`config.mk`:
```
export PLATFORM = sky130hd
export DESIGN_NAME = ps2_cmd_responder
export DESIGN_NICKNAME = d
export VERILOG_FILES = /design/src/rtl/ps2_cmd_pkg.sv /design/src/rtl/ps2_resp_fifo.sv /design/src/rtl/ps2_cmd_responder.sv
export SDC_FILE = /design/constraint.sdc
export NUM_CORES = 1
export LEC_CHECK = 0
export BUFFER_PORTS_ARGS = -buffer_cell sky130_fd_sc_hd__buf_4
export CAP_MARGIN = 20
export CORE_MARGIN = 8
export CORE_UTILIZATION = 64
export DETAILED_ROUTE_END_ITERATION = 12
export HOLD_SLACK_MARGIN = 0.06
export PLACE_DENSITY_LB_ADDON = 0.12
export SYNTH_ARGS = -nofsm -noshare
export SYNTH_HDL_FRONTEND = slang
export SYNTH_SLANG_ARGS = --single-unit
```
`constraint.sdc`:
```
create_clock -name clk -period 6.5 [get_ports clk]
set_clock_uncertainty 0.1 [all_clocks]
set_input_delay 0.325 -clock clk [delete_from_list [all_inputs] [get_ports clk]]
set_output_delay 0.325 -clock clk [all_outputs]
set_load 0.005 [all_outputs]
```
`src/rtl/ps2_cmd_pkg.sv`:
```
// ps2_cmd_pkg
// Shared constants for the PS/2 device-side command responder:
//   - host command bytes (keyboard protocol)
//   - device response bytes
//   - responder FSM state encoding (also exported on the debug port)
package ps2_cmd_pkg;

  // Host-to-device commands
  localparam logic [7:0] CMD_RESET     = 8'hFF;
  localparam logic [7:0] CMD_RESEND    = 8'hFE;
  localparam logic [7:0] CMD_ECHO      = 8'hEE;
  localparam logic [7:0] CMD_SET_LED   = 8'hED;
  localparam logic [7:0] CMD_TYPEMATIC = 8'hF3;
  localparam logic [7:0] CMD_READ_ID   = 8'hF2;
  localparam logic [7:0] CMD_ENABLE    = 8'hF4;
  localparam logic [7:0] CMD_DISABLE   = 8'hF5;
  localparam logic [7:0] CMD_DEFAULT   = 8'hF6;

  // Device-to-host responses
  localparam logic [7:0] RSP_ACK    = 8'hFA;
  localparam logic [7:0] RSP_RESEND = 8'hFE;
  localparam logic [7:0] RSP_BAT_OK = 8'hAA;
  localparam logic [7:0] RSP_ECHO   = 8'hEE;

  localparam logic [6:0] TYPEMATIC_DEFAULT = 7'h2B;

  typedef enum logic [3:0] {
    ST_IDLE     = 4'd0,
    ST_WAIT_LED = 4'd1,
    ST_WAIT_TYP = 4'd2,
    ST_ID_1     = 4'd3,
    ST_ID_2     = 4'd4,
    ST_BAT      = 4'd5
  } state_t;

  // Argument bytes for ED/F3 have the top bit clear; anything else is a command.
  function automatic logic is_arg_byte(input logic [7:0] b);
    return ~b[7];
  endfunction

endpackage

```
`src/rtl/ps2_resp_fifo.sv`:
```
// ps2_resp_fifo
// Synchronous circular FIFO for response bytes.
// Ports:
//   clk, rst_n      clock, asynchronous active-low reset (clears contents)
//   push, push_data write request / byte (ignored when full)
//   pop             read request (ignored when empty)
//   head            byte at read pointer
//   empty, full     occupancy flags
//   free            number of unused entries (current, before any same-cycle pop)
module ps2_resp_fifo #(
  parameter int DEPTH = 4,
  parameter int WIDTH = 8
) (
  input  logic                     clk,
  input  logic                     rst_n,
  input  logic                     push,
  input  logic [WIDTH-1:0]         push_data,
  input  logic                     pop,
  output logic [WIDTH-1:0]         head,
  output logic                     empty,
  output logic                     full,
  output logic [$clog2(DEPTH):0]   free
);

  localparam int AW = $clog2(DEPTH);
  localparam logic [AW-1:0] LAST_IDX  = AW'(DEPTH - 1);
  localparam logic [AW:0]   DEPTH_CNT = (AW + 1)'(DEPTH);

  logic [WIDTH-1:0] mem [DEPTH];
  logic [AW-1:0]    wr_ptr;
  logic [AW-1:0]    rd_ptr;
  logic [AW:0]      count;
  logic             do_push;
  logic             do_pop;

  assign empty   = (count == '0);
  assign full    = (count == DEPTH_CNT);
  assign free    = DEPTH_CNT - count;
  assign head    = mem[rd_ptr];
  assign do_pop  = pop & ~empty;
  assign do_push = push & ~full;

  always_ff @(posedge clk or negedge rst_n) begin
    if (!rst_n) begin
      wr_ptr <= '0;
      rd_ptr <= '0;
      count  <= '0;
      for (int i = 0; i < DEPTH; i++) mem[i] <= '0;
    end else begin
      if (do_push) begin
        mem[wr_ptr] <= push_data;
        wr_ptr      <= (wr_ptr == LAST_IDX) ? '0 : wr_ptr + 1'b1;
      end
      if (do_pop) begin
        rd_ptr <= (rd_ptr == LAST_IDX) ? '0 : rd_ptr + 1'b1;
      end
      case ({do_push, do_pop})
        2'b10:   count <= count + 1'b1;
        2'b01:   count <= count - 1'b1;
        default: count <= count;
      endcase
    end
  end

endmodule

```
`src/rtl/ps2_cmd_responder.sv`:
```
// ps2_cmd_responder
// Device-side PS/2 keyboard command interpreter. Decodes host command bytes,
// keeps LED / typematic / scanning state and queues response bytes in a FIFO
// presented on a valid/ready port.
// Ports:
//   clk, reset                  clock, asynchronous active-low reset
//   received_cmd(_en)           byte from the command receiver, one per strobe cycle
//   resp_data/valid/ready       FIFO head towards the transmitter (pop on valid&ready)
//   led_state, typematic        settings loaded by ED / F3 arguments
//   scanning_en                 key scanning enable
//   cmd_dropped                 one-cycle pulse when a byte is discarded
//   debug                       current FSM state
//
// state       | meaning
// ------------+---------------------------------------------------------
// ST_IDLE     | waiting for a command byte
// ST_WAIT_LED | ED acknowledged, waiting for the LED argument
// ST_WAIT_TYP | F3 acknowledged, waiting for the typematic argument
// ST_ID_1     | F2 acknowledged, pushing first ID byte
// ST_ID_2     | pushing second ID byte
// ST_BAT      | FF acknowledged, timing out the self-test before AA
module ps2_cmd_responder
  import ps2_cmd_pkg::*;
#(
  parameter int         BAT_DELAY  = 16,
  parameter int         FIFO_DEPTH = 4,
  parameter logic [7:0] ID_BYTE0   = 8'hAB,
  parameter logic [7:0] ID_BYTE1   = 8'h83
) (
  input  logic       clk,
  input  logic       reset,
  input  logic [7:0] received_cmd,
  input  logic       received_cmd_en,
  output logic [7:0] resp_data,
  output logic       resp_valid,
  input  logic       resp_ready,
  output logic [2:0] led_state,
  output logic [6:0] typematic,
  output logic       scanning_en,
  output logic       cmd_dropped,
  output logic [3:0] debug
);

  localparam int FW = $clog2(FIFO_DEPTH) + 1;
  localparam int CW = $clog2(BAT_DELAY + 1);
  localparam logic [FW-1:0] NEED_ONE = FW'(1);
  localparam logic [FW-1:0] NEED_ID  = FW'(3);
  localparam logic [CW-1:0] BAT_INIT = CW'(BAT_DELAY);
  localparam logic [CW-1:0] CNT_ONE  = CW'(1);

  state_t        state, state_n;
  logic [CW-1:0] bat_cnt;
  logic [7:0]    last_sent;

  logic          push;
  logic [7:0]    push_data;
  logic          pop;
  logic          fifo_empty;
  logic          fifo_full;
  logic [FW-1:0] fifo_free;

  logic          drop;
  logic          idle_decode;
  logic          bat_load;
  logic [FW-1:0] need;
  logic [2:0]    led_n;
  logic [6:0]    typ_n;
  logic          scan_n;

  assign pop        = resp_valid & resp_ready;
  assign resp_valid = ~fifo_empty;
  assign debug      = state;

  ps2_resp_fifo #(
    .DEPTH (FIFO_DEPTH),
    .WIDTH (8)
  ) u_fifo (
    .clk       (clk),
    .rst_n     (reset),
    .push      (push),
    .push_data (push_data),
    .pop       (pop),
    .head      (resp_data),
    .empty     (fifo_empty),
    .full      (fifo_full),
    .free      (fifo_free)
  );

  // Decode of the current byte / state into the FIFO write and next settings.
  always_comb begin
    state_n     = state;
    led_n       = led_state;
    typ_n       = typematic;
    scan_n      = scanning_en;
    push        = 1'b0;
    push_data   = RSP_ACK;
    drop        = 1'b0;
    idle_decode = 1'b0;
    bat_load    = 1'b0;
    need        = NEED_ONE;

    case (state)
      ST_IDLE: begin
        if (received_cmd_en) idle_decode = 1'b1;
      end
      ST_WAIT_LED, ST_WAIT_TYP: begin
        if (received_cmd_en) begin
          if (is_arg_byte(received_cmd)) begin
            if (fifo_free >= NEED_ONE) begin
              if (state == ST_WAIT_LED) led_n = received_cmd[2:0];
              else                      typ_n = received_cmd[6:0];
              push    = 1'b1;
              state_n = ST_IDLE;
            end else begin
              drop = 1'b1;
            end
          end else begin
            // A command byte abandons the argument wait and is decoded now.
            idle_decode = 1'b1;
          end
        end
      end
      ST_ID_1: begin
        push      = 1'b1;
        push_data = ID_BYTE0;
        state_n   = ST_ID_2;
        drop      = received_cmd_en;
      end
      ST_ID_2: begin
        push      = 1'b1;
        push_data = ID_BYTE1;
        state_n   = ST_IDLE;
        drop      = received_cmd_en;
      end
      ST_BAT: begin
        drop = received_cmd_en;
        // Counter at 1 is the terminal cycle; it parks at 0 if the FIFO is full.
        if ((bat_cnt <= CNT_ONE) && !fifo_full) begin
          push      = 1'b1;
          push_data = RSP_BAT_OK;
          state_n   = ST_IDLE;
        end
      end
      default: state_n = ST_IDLE;
    endcase

    if (idle_decode) begin
      // Read ID reserves room for the ACK plus both ID bytes up front.
      need = (received_cmd == CMD_READ_ID) ? NEED_ID : NEED_ONE;
      if (fifo_free < need) begin
        drop    = 1'b1;
        state_n = state;
      end else begin
        push      = 1'b1;
        push_data = RSP_ACK;
        state_n   = ST_IDLE;
        case (received_cmd)
          CMD_RESET: begin
            led_n    = 3'b000;
            typ_n    = TYPEMATIC_DEFAULT;
            scan_n   = 1'b1;
            bat_load = 1'b1;
            state_n  = ST_BAT;
          end
          CMD_RESEND:    push_data = last_sent;
          CMD_ECHO:      push_data = RSP_ECHO;
          CMD_SET_LED:   state_n   = ST_WAIT_LED;
          CMD_TYPEMATIC: state_n   = ST_WAIT_TYP;
          CMD_READ_ID:   state_n   = ST_ID_1;
          CMD_ENABLE:    scan_n    = 1'b1;
          CMD_DISABLE:   scan_n    = 1'b0;
          CMD_DEFAULT: begin
            typ_n  = TYPEMATIC_DEFAULT;
            scan_n = 1'b1;
          end
          default:       push_data = RSP_RESEND;
        endcase
      end
    end
  end

  always_ff @(posedge clk or negedge reset) begin
    if (!reset) begin
      state       <= ST_IDLE;
      led_state   <= 3'b000;
      typematic   <= TYPEMATIC_DEFAULT;
      scanning_en <= 1'b1;
      cmd_dropped <= 1'b0;
      last_sent   <= RSP_ACK;
      bat_cnt     <= '0;
    end else begin
      state       <= state_n;
      led_state   <= led_n;
      typematic   <= typ_n;
      scanning_en <= scan_n;
      cmd_dropped <= drop;
      if (pop) last_sent <= resp_data;
      if (bat_load)
        bat_cnt <= BAT_INIT;
      else if ((state == ST_BAT) && (bat_cnt != '0))
        bat_cnt <= bat_cnt - 1'b1;
    end
  end

endmodule

```
# ---- Yosys cells after proc, flatten, opt, wreduce, memory -nomap -nowiden
# Index checks and enable logic that the tools add are counted.
# W data, S select, Z words.
dict set report classes {
  magnitude_cmp 6
  n_bitwise 8
  n_reduce_logical 18
  muxes 62
  n_eq_ne 25
  addsub 6
}
# op n
set op_table {}
lappend op_table {{$eq A8 B8 Y1 const B} 9}
lappend op_table {{$mux W7} 9}
lappend op_table {{$mux W8} 5}
lappend op_table {{$bwmux W32} 1}
lappend op_table {{$mux W3} 8}
lappend op_table {{$mux W4} 6}
lappend op_table {{$pmux W8 S3} 1}
lappend op_table {{$pmux W7 S3} 1}
lappend op_table {{$mux W1} 17}
lappend op_table {{$bmux W8 S2} 1}
lappend op_table {{$demux W8 S2} 1}
lappend op_table {{$pmux W4 S4} 1}
lappend op_table {{$ne A3 B3 Y1 const B} 4}
lappend op_table {{$pmux W3 S4} 1}
lappend op_table {{$mux W5} 2}
lappend op_table {{$eq A4 B2 Y1 const B} 2}
lappend op_table {{$eq A4 B3 Y1 const B} 2}
lappend op_table {{$reduce_or A7 Y1} 1}
lappend op_table {{$eq A2 B2 Y1 const B} 3}
lappend op_table {{$ge A3 B3 Y1 const B} 2}
lappend op_table {{$mux W2} 3}
lappend op_table {{$not A2 Y3} 2}
lappend op_table {{$pmux W1 S2} 3}
lappend op_table {{$pmux W3 S2} 1}
lappend op_table {{other kinds (26)} 39}
dict set report totals {
  word_cells 139
  output_inout_bits 25
  regBits 68
  in_bits 12
}

# ---- Depth between registers and ports, before layout
dict set report depth {
  ltp_word 11
  mapped_depth 16
  depth_no_buf 15
}

# ---- Hierarchy
# Synthesis repeated with hierarchy kept, for this count alone.
dict set report hier_totals {
  hier_cells 305
  area_unflattened_um2 3737.3
}
# mod area_per_inst_um2 seq_area_each_um2 instances cells_per_inst
set by_module_without_submodules {}
lappend by_module_without_submodules {ps2_resp_fifo 2024.4 975.9 1 121}
lappend by_module_without_submodules {ps2_cmd_responder 1712.9 714.4 1 184}

# ---- Worst setup path before layout
# No wires, ideal clock.
dict set report synth_timing {
  path_kind {flip-flop to flip-flop}
  startpoint {reg u_fifo.count[0]}
  endpoint {reg u_fifo.count[2]}
  period_less_slack_ns 3.121
  path_stages_with_launch 15
  path_slack_ns 3.379
  arrival_time_ns 2.941
  n_path_buf 0
  required_ns 6.320
  setup_time_ns 0.080
  path_cell_list {dfrtp_1 > inv_1 > ha_1 > ha_1 > nor4b_1 > o41ai_1 > a21oi_2 > a21oi_1 > inv_1 > ha_1 > inv_1 > fa_1 > xor2_1 > nor2_1 > xnor2_1}
}
dict set report synth_between {
  elab_chain_len 11
  elab_cells_between_ends 25
  classes_between {add/sub (3); order compare (2); eq/ne (3); mux (8); bitwise (5); reduce/logical (4)}
}
# element line_no
set synth_lines {}
lappend synth_lines {{start: declaration} ps2_resp_fifo.sv:32} ;# logic [AW:0] count;
lappend synth_lines {{start signal: assignment} ps2_resp_fifo.sv:58} ;# 2'b10: count <= count + 1'b1;
lappend synth_lines {{start signal: assignment} ps2_resp_fifo.sv:59} ;# 2'b01: count <= count - 1'b1;
lappend synth_lines {{start signal: assignment} ps2_resp_fifo.sv:60} ;# default: count <= count;
lappend synth_lines {{$sub A3 B3 Y3} ps2_resp_fifo.sv:38} ;# assign free = DEPTH_CNT - count;
lappend synth_lines {{$ge A3 B1 Y1} ps2_cmd_responder.sv:109} ;# if (fifo_free >= NEED_ONE) begin
lappend synth_lines {{$mux W1} ps2_cmd_responder.sv:109}
lappend synth_lines {{$mux W1} ps2_cmd_responder.sv:108} ;# if (is_arg_byte(received_cmd)) begin
lappend synth_lines {{$mux W1} ps2_cmd_responder.sv:107} ;# if (received_cmd_en) begin
lappend synth_lines {{$pmux W1 S3} ps2_cmd_responder.sv:102} ;# case (state)
lappend synth_lines {{$mux W1} ps2_cmd_responder.sv:150} ;# if (fifo_free < need) begin
lappend synth_lines {{$mux W1} ps2_cmd_responder.sv:147} ;# if (idle_decode) begin
lappend synth_lines {{$and A1 B1 Y1} ps2_resp_fifo.sv:41} ;# assign do_push = push & ~full;
lappend synth_lines {{$eq A2 B1 Y1 / $eq A2 B2 Y1 (equally long branches)} ps2_resp_fifo.sv:57} ;# case ({do_push, do_pop})
lappend synth_lines {{$pmux W3 S2 / $reduce_bool A2 Y1 (equally long branches)} n/a}
# Several ways; a longest one is shown, not always the timed one.
# A chain may end at the register's enable or synchronous reset.

# ---- Worst setup path in the final report
# Same ends and word-level chain as after synthesis.

==> results_dict.tcl <==
set metrics [dict create \
    start_util_pct 64.9 \
    dr_total_vias 2521 \
    worstHoldPathCells 3 \
    cts.reportedPaths.clkPinSlew_ns 0.08 \
    fp.dieW_um 92.8 \
    criticalPathCategory "reg -> reg" \
    drt-initial-drc-count 101 \
    syn_area_um2 3770 \
    grt_pass1_wl_um 12600 \
    worst_slew_pin_slew_ns 0.904 \
    wirelength_um 7490 \
    synth_edf_count 0 \
    rr_worst_depth 14 \
    cts-buffers-inserted 9 \
    fin_util_pct 72.6 \
    ctsRootBufferMaster "clkbuf_8" \
    synthFlopType "dfrtp_1" \
    yosysTopAreaCell "dfrtp_1" \
    core_area_um2 5820 \
    antenna_found_initial 0 \
    gp_congestion 0.862 \
    fin_crit_ns 3.55 \
    final_cell_mix "dfrtp_1 (56), inv_1 (36), buf_4 (36)" \
    grt_usage_pct 18.5 \
    via_per_inst 5.74 \
    slew_headroom_pct 39.8 \
    vdd_drop_max_uv 313 \
    rows 28 \
    ios 37 \
    crit_fanout 18 \
    cts_setup_buffers 0 \
    hold_class "in -> reg" \
    drive_above_1_share_pct 31.6 \
    htree_levels 3 \
    clk_latency_ns 0.34 \
    overflow 0 \
    rsz0062_at_grt "no" \
    wl_per_cell_um 17.1 \
    maxSlewViolCount 0 \
    critPathRequiredTime_ns 6.67 \
    hold_violations 0 \
    antenna_cells 0 \
    cts.sinks 67 \
    ys_ff_latch 67 \
    fin_setup_tns_ns 0 \
    fillers 414 \
    hpwl_um 5380 \
    die_h_um 92.8 \
    mostFrequentLayoutCell "dfrtp_1" \
    crit_arrival_ns 3.72 \
    io_buffers 35 \
    synth_fp_nets 353 \
    syn2layout_area_growth_pct 11.9 \
    powerDensity_nw_per_um2 405 \
    ys_seq_area_share_pct 44.8 \
    firstDrtPassIters 4 \
    max_freq_ghz 0.282 \
    ys_types 59 \
    yosysWarnings 0 \
    grt_pass1_vias 2527 \
    num-nets-final 386 \
    synth_area_leaders "dfrtp_1 (37%), dfstp_2 (7.7%), mux2i_1 (6.9%), mux2_2 (5.7%), mux4_2 (4.8%)" \
    ant_nets 0 \
    fin_crit_sh_pct 54.6 \
    drv_cap 0 \
    p_leak_nw 1.88 \
    avgSynthCellArea_um2 11.6 \
    clockBufferDepth 2 \
    drc_errors 0 \
    synth_top_area_share_pct 37.1 \
    cts_tree "built" \
    status "finished, final reports clean" \
    synthCells 326 \
    worst_setup_path_start_kind "flop" \
    die-area_um2 8610 \
    fin_total_pwr_mw 1.71 \
    async_flop_share_pct 100 \
    endpoint_kind "flop" \
    setup_violations 0 \
    grt_max_degree 68 \
]
[final cells by class]
cell class / count / area, µm² / area share (%)
Tap cell: 75 / 93.8 / 2.22
Inverter: 36 / 135 / 3.20
Sequential cell: 67 / 1690 / 40.0
Clock buffer: 9 / 124 / 2.93
Timing Repair Buffer: 37 / 280 / 6.64
Clock inverter: 7 / 77.6 / 1.84
Multi-Input combinational cell: 208 / 1820 / 43.2
[worst paths after layout]
kind | startpoint | slack (ns) | to
worst min-delay path | received_cmd[5] | 0.13 | typematic[5]$_DFF_PN1_
max in group asynchronous | reset | 5.24 | u_fifo.wr_ptr[0]$_DFFE_PN0P_
worst max register to register | u_fifo.count[0]$_DFFE_PN0P_ | 2.95 | u_fifo.count[2]$_DFFE_PN0P_
worst min register to register | scanning_en$_DFFE_PN1P_ | 0.40 | scanning_en$_DFFE_PN1P_
min in group asynchronous | reset | 0.53 | led_state[2]$_DFF_PN0_
worst max-delay path | u_fifo.count[0]$_DFFE_PN0P_ | 2.95 | u_fifo.count[2]$_DFFE_PN0P_
[worst max-delay path: stages (launching register included)]
cell	delay, ns
dfrtp_1	0.47
inv_1	0.12
ha_1	0.35
ha_1	0.28
nand2_1	0.08
a31oi_1	0.10
nand2b_1	0.65
a21oi_1	0.24
inv_1	0.10
ha_1	0.18
inv_1	0.06
fa_1	0.37
xor2_1	0.15
nor2_1	0.11
xnor2_1	0.12
[cells in the mapped netlist (4+ instances only)]
cell type  number
nand2b_1        5
dfrtp_1        56
mux2i_1        26
clkbuf_1        4
o22ai_1         4
xnor2_1         5
a21oi_1         4
o21ai_0         9
mux4_2          8
xor2_1          4
nand3_1         4
ha_1           14
inv_1          36
a21oi_4         4
mux2_2         19
mux2_4          8
clkbuf_8        4
nor2_1         24
nand2_1        18
or4_1           4
dfstp_2        11
[routing by layer]
| layer | up-vias | part of all wire, % | track usage (%) |
|---|---|---|---|
| met3 | 11 | 5.1 | 3.96 |
| met4 | 0 | 1.5 | 7.11 |
| li1 | 1203 | - | - |
| met2 | 73 | 50 | 30.3 |
| met1 | 1234 | 43 | 23.3 |
| met5 | - | 0 | 0 |
[registers in the layout, summed over array words and instances (netlist names), 3 cells and up]
name / count
bat_cnt: 5
debug: 3
last_sent: 8
led_state: 3
typematic: 7
u_fifo.count: 3
u_fifo.mem: 32
[where the power goes]
group / switching (mW) / internal, mW
Combinational: 0.311 / 0.356
Sequential: 0.116 / 0.581
Clock: 0.166 / 0.179
Total: 0.593 / 1.12
[stage by stage]
step | area (µm²) | setup WS (ns) | std cells | hold WS, ns
6_report | 4220 | 2.95 | 439 | 0.132
5_1_grt | 4220 | 2.65 | 439 | 0.118
4_1_cts | 4220 | 2.92 | 439 | 0.111
3_5_place_dp | 4010 | 2.64 | 422 | 0.374
3_3_place_gp | 4010 | 2.73 | 422 | 0.367
2_1_floorplan | 3770 | 3.38 | 326 | -0.0706
[cell families (layout without fill, tap and decap cells)]
logic type	after synthesis	in the layout	share of synthesized area [%]
AND/OR/NAND/NOR	78	78	11.0
XOR/XNOR	9	9	2.09
AO/OA/AOI/OAI	42	42	8.89
flip-flops	67	67	44.8
buffers and inverters	51	89	6.90
multiplexers	61	61	20.5
adder cells (fa/ha/maj)	17	17	5.74
other	1	1	0.0994
[what timing repair did]
item | CTS | global route
hold buffers | 1 | 0
hold endpoints to repair | 56 | 0
gates resized for setup | 0 | 0
setup endpoints to repair | 0 | 0
Note: power is estimated with default switching activity, not from simulation.
